**src/rtl/execute_div_pkg.sv**
```systemverilog
// Shared configuration and pack types for the divide execute unit.
// Field layouts mirror the issue, writeback and commit interfaces of the core.
package execute_div_pkg;
  localparam int XLEN                = 32;
  localparam int PHY_REG_ID_WIDTH    = 6;
  localparam int ROB_ID_WIDTH        = 5;
  localparam int CHECKPOINT_ID_WIDTH = 4;

  typedef enum logic [2:0] {
    OP_ALU, OP_BRU, OP_CSR, OP_LSU, OP_MUL, OP_DIV
  } op_t;

  typedef enum logic [2:0] {
    UNIT_ALU, UNIT_BRU, UNIT_CSR, UNIT_LSU, UNIT_MUL, UNIT_DIV
  } op_unit_t;

  typedef enum logic [1:0] {
    DIV_DIV, DIV_DIVU, DIV_REM, DIV_REMU
  } div_op_t;

  typedef enum logic [3:0] {
    EXC_INSTRUCTION_ADDRESS_MISALIGNED = 4'd0,
    EXC_INSTRUCTION_ACCESS_FAULT       = 4'd1,
    EXC_ILLEGAL_INSTRUCTION            = 4'd2,
    EXC_BREAKPOINT                     = 4'd3,
    EXC_LOAD_ADDRESS_MISALIGNED        = 4'd4,
    EXC_LOAD_ACCESS_FAULT              = 4'd5,
    EXC_STORE_ADDRESS_MISALIGNED       = 4'd6,
    EXC_STORE_ACCESS_FAULT             = 4'd7,
    EXC_ECALL_FROM_M                   = 4'd11
  } riscv_exception_t;

  typedef enum logic [1:0] {
    ARG_SRC_REG, ARG_SRC_IMM, ARG_SRC_DISABLE
  } arg_src_t;

  // Upper bits are reserved for the other units' sub-op encodings.
  typedef struct packed {
    logic [1:0] reserved;
    div_op_t    div_op;
  } sub_op_t;

  typedef struct packed {
    logic                           enable;
    logic [31:0]                    value;
    logic                           valid;
    logic [ROB_ID_WIDTH-1:0]        rob_id;
    logic [XLEN-1:0]                pc;
    logic [XLEN-1:0]                imm;
    logic                           has_exception;
    riscv_exception_t               exception_id;
    logic [XLEN-1:0]                exception_value;
    logic                           predicted;
    logic                           predicted_jump;
    logic [XLEN-1:0]                predicted_next_pc;
    logic                           checkpoint_id_valid;
    logic [CHECKPOINT_ID_WIDTH-1:0] checkpoint_id;
    logic [4:0]                     rs1;
    arg_src_t                       arg1_src;
    logic                           rs1_need_map;
    logic [PHY_REG_ID_WIDTH-1:0]    rs1_phy;
    logic [XLEN-1:0]                src1_value;
    logic                           src1_loaded;
    logic [4:0]                     rs2;
    arg_src_t                       arg2_src;
    logic                           rs2_need_map;
    logic [PHY_REG_ID_WIDTH-1:0]    rs2_phy;
    logic [XLEN-1:0]                src2_value;
    logic                           src2_loaded;
    logic [4:0]                     rd;
    logic                           rd_enable;
    logic                           need_rename;
    logic [PHY_REG_ID_WIDTH-1:0]    rd_phy;
    logic [11:0]                    csr;
    logic [XLEN-1:0]                lsu_addr;
    op_t                            op;
    op_unit_t                       op_unit;
    sub_op_t                        sub_op;
  } issue_execute_pack_t;

  typedef struct packed {
    logic                           enable;
    logic [31:0]                    value;
    logic                           valid;
    logic [ROB_ID_WIDTH-1:0]        rob_id;
    logic [XLEN-1:0]                pc;
    logic [XLEN-1:0]                imm;
    logic                           has_exception;
    riscv_exception_t               exception_id;
    logic [XLEN-1:0]                exception_value;
    logic                           predicted;
    logic                           predicted_jump;
    logic [XLEN-1:0]                predicted_next_pc;
    logic                           checkpoint_id_valid;
    logic [CHECKPOINT_ID_WIDTH-1:0] checkpoint_id;
    logic [4:0]                     rs1;
    arg_src_t                       arg1_src;
    logic                           rs1_need_map;
    logic [PHY_REG_ID_WIDTH-1:0]    rs1_phy;
    logic [XLEN-1:0]                src1_value;
    logic                           src1_loaded;
    logic [4:0]                     rs2;
    arg_src_t                       arg2_src;
    logic                           rs2_need_map;
    logic [PHY_REG_ID_WIDTH-1:0]    rs2_phy;
    logic [XLEN-1:0]                src2_value;
    logic                           src2_loaded;
    logic [4:0]                     rd;
    logic                           rd_enable;
    logic                           need_rename;
    logic [PHY_REG_ID_WIDTH-1:0]    rd_phy;
    logic [XLEN-1:0]                rd_value;
    logic [11:0]                    csr;
    logic [XLEN-1:0]                lsu_addr;
    op_t                            op;
    op_unit_t                       op_unit;
    sub_op_t                        sub_op;
  } execute_wb_pack_t;

  typedef struct packed {
    logic                        enable;
    logic [PHY_REG_ID_WIDTH-1:0] phy_id;
    logic [XLEN-1:0]             value;
  } execute_feedback_channel_t;

  typedef struct packed {
    logic                    enable;
    logic                    flush;
    logic [ROB_ID_WIDTH-1:0] committed_rob_id;
  } commit_feedback_pack_t;
endpackage

```
**src/rtl/execute_div_div_core.sv**
```systemverilog
// Combinational 32-bit RISC-V divider covering div/divu/rem/remu,
// including the architected divide-by-zero results.
module div_core
  import execute_div_pkg::*;
(
  input  logic [XLEN-1:0] a,
  input  logic [XLEN-1:0] b,
  input  div_op_t         div_op,
  output logic [XLEN-1:0] result
);
  logic            is_signed;
  logic            is_rem;
  logic            a_neg;
  logic            b_neg;
  logic            b_zero;
  logic [XLEN-1:0] a_mag;
  logic [XLEN-1:0] b_mag;
  logic [XLEN-1:0] den;
  logic [XLEN-1:0] quo_mag;
  logic [XLEN-1:0] rem_mag;
  logic [XLEN-1:0] quo;
  logic [XLEN-1:0] rem;

  assign is_signed = (div_op == DIV_DIV) || (div_op == DIV_REM);
  assign is_rem    = (div_op == DIV_REM) || (div_op == DIV_REMU);
  assign a_neg     = is_signed & a[XLEN-1];
  assign b_neg     = is_signed & b[XLEN-1];
  assign b_zero    = (b == '0);

  // One unsigned divider on magnitudes; the most-negative / -1 overflow case
  // falls out naturally (|a| wraps to 0x80000000, quotient re-negates to itself).
  assign a_mag   = a_neg ? (~a + 1'b1) : a;
  assign b_mag   = b_neg ? (~b + 1'b1) : b;
  assign den     = b_zero ? {{(XLEN-1){1'b0}}, 1'b1} : b_mag;
  assign quo_mag = a_mag / den;
  assign rem_mag = a_mag % den;
  assign quo     = (a_neg ^ b_neg) ? (~quo_mag + 1'b1) : quo_mag;
  assign rem     = a_neg ? (~rem_mag + 1'b1) : rem_mag;

  always_comb begin
    result = is_rem ? rem : quo;
    if (b_zero) begin
      result = is_rem ? a : '1;
    end
  end
endmodule

```
**src/rtl/execute_div.sv**
```systemverilog
// Divide/remainder execute stage: pops the issue FIFO head, writes the wb port
// register and broadcasts the renamed result. Purely combinational.
module execute_div
  import execute_div_pkg::*;
(
  input  logic                      clk,
  input  logic                      rst,
  input  issue_execute_pack_t       issue_div_fifo_data_out,
  input  logic                      issue_div_fifo_data_out_valid,
  output logic                      issue_div_fifo_pop,
  output execute_wb_pack_t          div_wb_port_data_in,
  output logic                      div_wb_port_we,
  output logic                      div_wb_port_flush,
  output execute_feedback_channel_t div_execute_channel_feedback_pack,
  input  commit_feedback_pack_t     commit_feedback_pack
);
  issue_execute_pack_t in_pack;
  logic                cflush;
  logic                go;
  logic                result_ok;
  logic [XLEN-1:0]     div_result;
  logic [XLEN-1:0]     rd_value;

  logic unused_inputs;
  assign unused_inputs = &{1'b0, clk, commit_feedback_pack.committed_rob_id};

  assign in_pack = issue_div_fifo_data_out;
  assign cflush  = commit_feedback_pack.enable & commit_feedback_pack.flush;
  assign go      = rst & issue_div_fifo_data_out_valid & ~cflush;

  assign issue_div_fifo_pop = go;
  assign div_wb_port_we     = go;
  assign div_wb_port_flush  = ~go;

  div_core u_div_core (
    .a      (in_pack.src1_value),
    .b      (in_pack.src2_value),
    .div_op (in_pack.sub_op.div_op),
    .result (div_result)
  );

  assign result_ok = in_pack.enable & in_pack.valid & ~in_pack.has_exception;
  assign rd_value  = result_ok ? div_result : '0;

  always_comb begin
    div_wb_port_data_in = '0;
    if (go) begin
      div_wb_port_data_in.enable              = in_pack.enable;
      div_wb_port_data_in.value               = in_pack.value;
      div_wb_port_data_in.valid               = in_pack.valid;
      div_wb_port_data_in.rob_id              = in_pack.rob_id;
      div_wb_port_data_in.pc                  = in_pack.pc;
      div_wb_port_data_in.imm                 = in_pack.imm;
      div_wb_port_data_in.has_exception       = in_pack.has_exception;
      div_wb_port_data_in.exception_id        = in_pack.exception_id;
      div_wb_port_data_in.exception_value     = in_pack.exception_value;
      div_wb_port_data_in.predicted           = in_pack.predicted;
      div_wb_port_data_in.predicted_jump      = in_pack.predicted_jump;
      div_wb_port_data_in.predicted_next_pc   = in_pack.predicted_next_pc;
      div_wb_port_data_in.checkpoint_id_valid = in_pack.checkpoint_id_valid;
      div_wb_port_data_in.checkpoint_id       = in_pack.checkpoint_id;
      div_wb_port_data_in.rs1                 = in_pack.rs1;
      div_wb_port_data_in.arg1_src            = in_pack.arg1_src;
      div_wb_port_data_in.rs1_need_map        = in_pack.rs1_need_map;
      div_wb_port_data_in.rs1_phy             = in_pack.rs1_phy;
      div_wb_port_data_in.src1_value          = in_pack.src1_value;
      div_wb_port_data_in.src1_loaded         = in_pack.src1_loaded;
      div_wb_port_data_in.rs2                 = in_pack.rs2;
      div_wb_port_data_in.arg2_src            = in_pack.arg2_src;
      div_wb_port_data_in.rs2_need_map        = in_pack.rs2_need_map;
      div_wb_port_data_in.rs2_phy             = in_pack.rs2_phy;
      div_wb_port_data_in.src2_value          = in_pack.src2_value;
      div_wb_port_data_in.src2_loaded         = in_pack.src2_loaded;
      div_wb_port_data_in.rd                  = in_pack.rd;
      div_wb_port_data_in.rd_enable           = in_pack.rd_enable;
      div_wb_port_data_in.need_rename         = in_pack.need_rename;
      div_wb_port_data_in.rd_phy              = in_pack.rd_phy;
      div_wb_port_data_in.rd_value            = rd_value;
      div_wb_port_data_in.csr                 = in_pack.csr;
      div_wb_port_data_in.lsu_addr            = in_pack.lsu_addr;
      div_wb_port_data_in.op                  = in_pack.op;
      div_wb_port_data_in.op_unit             = in_pack.op_unit;
      div_wb_port_data_in.sub_op              = in_pack.sub_op;
    end
  end

  always_comb begin
    div_execute_channel_feedback_pack = '0;
    if (go & result_ok & in_pack.rd_enable & in_pack.need_rename) begin
      div_execute_channel_feedback_pack.enable = 1'b1;
      div_execute_channel_feedback_pack.phy_id = in_pack.rd_phy;
      div_execute_channel_feedback_pack.value  = rd_value;
    end
  end
endmodule

```
**config.mk**
```make
export PLATFORM = sky130hd
export DESIGN_NAME = execute_div
export DESIGN_NICKNAME = d
export VERILOG_FILES = /design/src/rtl/execute_div_pkg.sv /design/src/rtl/execute_div_div_core.sv /design/src/rtl/execute_div.sv
export SDC_FILE = /design/constraint.sdc
export NUM_CORES = 2
export LEC_CHECK = 0
export CORE_UTILIZATION = 45
export DETAILED_ROUTE_END_ITERATION = 6
export PLACE_DENSITY = 0.74
export SYNTH_ARGS = -nofsm -noshare
export SYNTH_HDL_FRONTEND = slang
export SYNTH_SLANG_ARGS = --single-unit
```
**constraint.sdc**
```tcl
create_clock -name vclk -period 101
set_clock_uncertainty 0.15 [all_clocks]
set_input_delay 10.1 -clock vclk [all_inputs]
set_output_delay 10.1 -clock vclk [all_outputs]
set_load 0.05 [all_outputs]
```
==> results.toml, run 1 <==
[synth]
yosys.cell_count.top_type = "nor2_1"
yosysTopAreaCell = "ha_1"
netlist_top_cells_area = "ha_1 (17%), a21oi_1 (6.7%), nor2_1 (6.5%), xnor2_1 (6.3%), and2_1 (6.2%)"
synth.cell_area_mm2 = 0.03888
syn_inst = 5985
synth.net_count = 6869
synth_top_area_share_pct = 17.15
synth_cell_types = 111
avgSynthCellArea_um2 = 6.496
synth_warnings = 0
synth_common_cells = "nor2_1 (678), nand2_1 (587), ha_1 (533)"
ys_seq_area_share_pct = 0

[outcome]
outcome = "aborted with a tool error"
lastStage = "global routing (5_1_grt)"
error_line = "[ERROR GRT-0116] Global routing finished with congestion. Check the congestion regions in the DRC Viewer."

[place]
dp.cells = 9706
hpwl_mm = 240.1
gp_congestion = 1.230
io_buffers = 758
postPlaceCellArea_mm2 = 0.06322

[grt]
grt_max_degree = 121
overflow = 33
grt_pass1_vias = 61690
grt_pass1_wl_mm = 446.2
grt_usage_pct = 70.93

[die]
row_count = 107
die_h_um = 295.9
start_util_pct = 45.52
ios = 764
dieWidth_um = 295.9

[cts]
post_cts.repair.setup_buffers = 0
cts_resized = 0
cts_hold_buf = 0
==> metrics by stage <==
stage,hold slack (ns),setup WS [ns]
2_1_floorplan,20.29,2.870
3_3_place_gp,21.18,1.893
3_5_place_dp,21.13,0.9598
4_1_cts,21.13,0.6983
==> cells by family after synthesis <==
kind of cell	Yosys count	synth area share [%]
AO/OA/AOI/OAI	1923	32.63
XOR/XNOR	489	11.03
adder cells (fa/ha/maj)	534	17.20
buffers and inverters	418	4.274
multiplexers	74	2.044
AND/OR/NAND/NOR	2547	32.81
==> layer usage <==
layer  GRT usage, %  GRT overflow
met3          54.10             4
met5          23.78             0
met4          65.33            14
met1          73.65             6
met2          87.72             9
==> inputs of run 2 (changes only) <==
--- a/config.mk
+++ b/config.mk
@@ -5,9 +5,9 @@
 export SDC_FILE = /design/constraint.sdc
 export NUM_CORES = 2
 export LEC_CHECK = 0
-export CORE_UTILIZATION = 45
+export CORE_UTILIZATION = 30
 export DETAILED_ROUTE_END_ITERATION = 6
-export PLACE_DENSITY = 0.74
+export PLACE_DENSITY_LB_ADDON = 0.15
 export SYNTH_ARGS = -nofsm -noshare
 export SYNTH_HDL_FRONTEND = slang
 export SYNTH_SLANG_ARGS = --single-unit
==> constraint.sdc (replaced) <==
create_clock -name vclk -period 131.3
set_clock_uncertainty 0.15 [all_clocks]
set_input_delay 13.13 -clock vclk [all_inputs]
set_output_delay 13.13 -clock vclk [all_outputs]
set_load 0.05 [all_outputs]
==> results.toml, run 2 <==
[setup_path]
critical-path-max-stage-delay_ns = 1.03
critPathSlowestCell = "a211oi_1"
endpoint_kind = "primary output"
start_kind = "input pin"
crit_arrival_ns = 113.94
crit_start = "issue_div_fifo_data_out[71]"
crit_buf_inv = 26
cp.depth = 333
crit_family = "compound AO/OA/AOI/OAI gates"
cp_max_fo = 42
crit_required_ns = 118.02
endpoint = "div_wb_port_data_in[82]"
crit_top_cell = "ha_1"
critical_path_class = "in -> out"

[grt]
grt_pass1_vias = 46100
grt_usage_pct = 35.49
antenna_found_initial = 31
grt_pass1_wl_mm = 342.1
grt_max_degree = 155
overflow = 0

[synth]
yosysTopAreaCell = "ha_1"
synth_warnings = 0
synth_common_cells = "nor2_1 (678), nand2_1 (587), ha_1 (533)"
synth_cell_types = 111
syn_inst = 5985
netlist_top_cells_area = "ha_1 (17%), a21oi_1 (6.7%), nor2_1 (6.5%), xnor2_1 (6.3%), and2_1 (6.2%)"
avgSynthCellArea_um2 = 6.496
synth_top_area_share_pct = 17.15
synth.net_count = 6869
ys_seq_area_share_pct = 0
yosys.cell_count.top_type = "nor2_1"
synth.cell_area_mm2 = 0.03888

[layout]
final_cell_area_mm2 = 0.04911
area_growth_syn_to_layout_pct = 26.32
final_cells = 8415
ff_latch_area_um2 = 0
fill_cells = 13700
multi_input_area_mm2 = 0.03748
layout_common_cells = "clkdlybuf4s50_1 (758), nor2_1 (676), nand2_1 (586)"
seq_cells = 0
layout_commonest_cell = "clkdlybuf4s50_1"
clkbuf_count = 0
drive_gt1_share_pct = 5.770
nets = 7541

[timing]
hold_viol_final = 0
max-slew-margin-rel_pct = 8.125
min_period_ns = 127.22
tns_ns = 0
finalCritPeriodShare_pct = 96.89
finalSetupViolations = 0
rsz0062_at_grt = "no"
worst_pin_slew_ns = 1.373
final-max-slew-violation-count = 0
max_freq_ghz = 0.007860

[routing]
drtIter0Drc = 5682
avgViaCountPerCell = 6.049
drc = 10
via_count = 50910
ant_nets = 0
routed_wl_mm = 245.8
wl_per_cell_um = 29.21
drt_pass1_iterations = 7

[die]
die_area_mm2 = 0.1310
die_h_um = 362
dieWidth_um = 362
start_util_pct = 30.37
coreArea_mm2 = 0.1280
ios = 764
row_count = 131

[run]
maxCapViolCount = 0

[outcome]
outcome = "complete, but fails checks"
violations = "design-rule violations"

[place]
dp.cells = 8384
postPlaceCellArea_mm2 = 0.04903
gp_congestion = 1.005
hpwl_mm = 204.1
io_buffers = 758

[cts]
cts_hold_buf = 0
post_cts.repair.setup_buffers = 0
cts_resized = 0

[worst_hold_path]
hold_start = "issue_div_fifo_data_out[160]"
hold_class = "in -> out"
## run 2: cell counts after synthesis
No cell type changed its count.
## run 2: layout make-up
cell class / instances / share of cell area, %
inverter: 182 / 1.406
tap: 1729 / 4.405
antenna: 31 / 0.1580
timing repair buffer: 906 / 17.71
multi-input combinational: 5567 / 76.32
## run 2: per-layer routing
metal	vias up	part of all wire (%)	GRT usage (%)
met2	2805	42	53.56
met5	-	0.057	0
met3	368	10	6.632
li1	23480	-	-
met1	24230	44	49.94
met4	22	4.0	11.83
## run 2: worst min path at each step
stage / endpoint / slack [ns] / cells past startpoint
after floorplan: div_wb_port_data_in[101] / 26.35 / 2
after global placement: div_wb_port_data_in[227] / 27.31 / 3
after detailed placement: div_wb_port_data_in[192] / 27.31 / 3
after CTS: div_wb_port_data_in[192] / 27.31 / 3
after global routing: div_wb_port_data_in[227] / 27.33 / 3
final: div_wb_port_data_in[192] / 27.31 / 3
## run 2: metrics by stage
step | hold slack (ns) | util (%) | setup slack (ns)
3_5_place_dp | 27.31 | 38.30 | 7.451
4_1_cts | 27.31 | 38.30 | 7.055
3_3_place_gp | 27.31 | 38.30 | 7.444
5_1_grt | 27.33 | 38.32 | 0.1189
2_1_floorplan | 26.35 | - | 27.11
6_report | 27.31 | 38.37 | 4.078
## run 2: cells by family (layout without fill, tap and decap cells)
| family | count (synthesis) | in the layout | share of synthesized area, % |
|---|---|---|---|
| compound gates | 1923 | 1923 | 32.63 |
| mux | 74 | 74 | 2.044 |
| fa+ha+maj | 534 | 534 | 17.20 |
| xor+xnor | 489 | 489 | 11.03 |
| other cells | 0 | 31 | 0 |
| simple gates | 2547 | 2547 | 32.81 |
| buf+inv | 418 | 1088 | 4.274 |
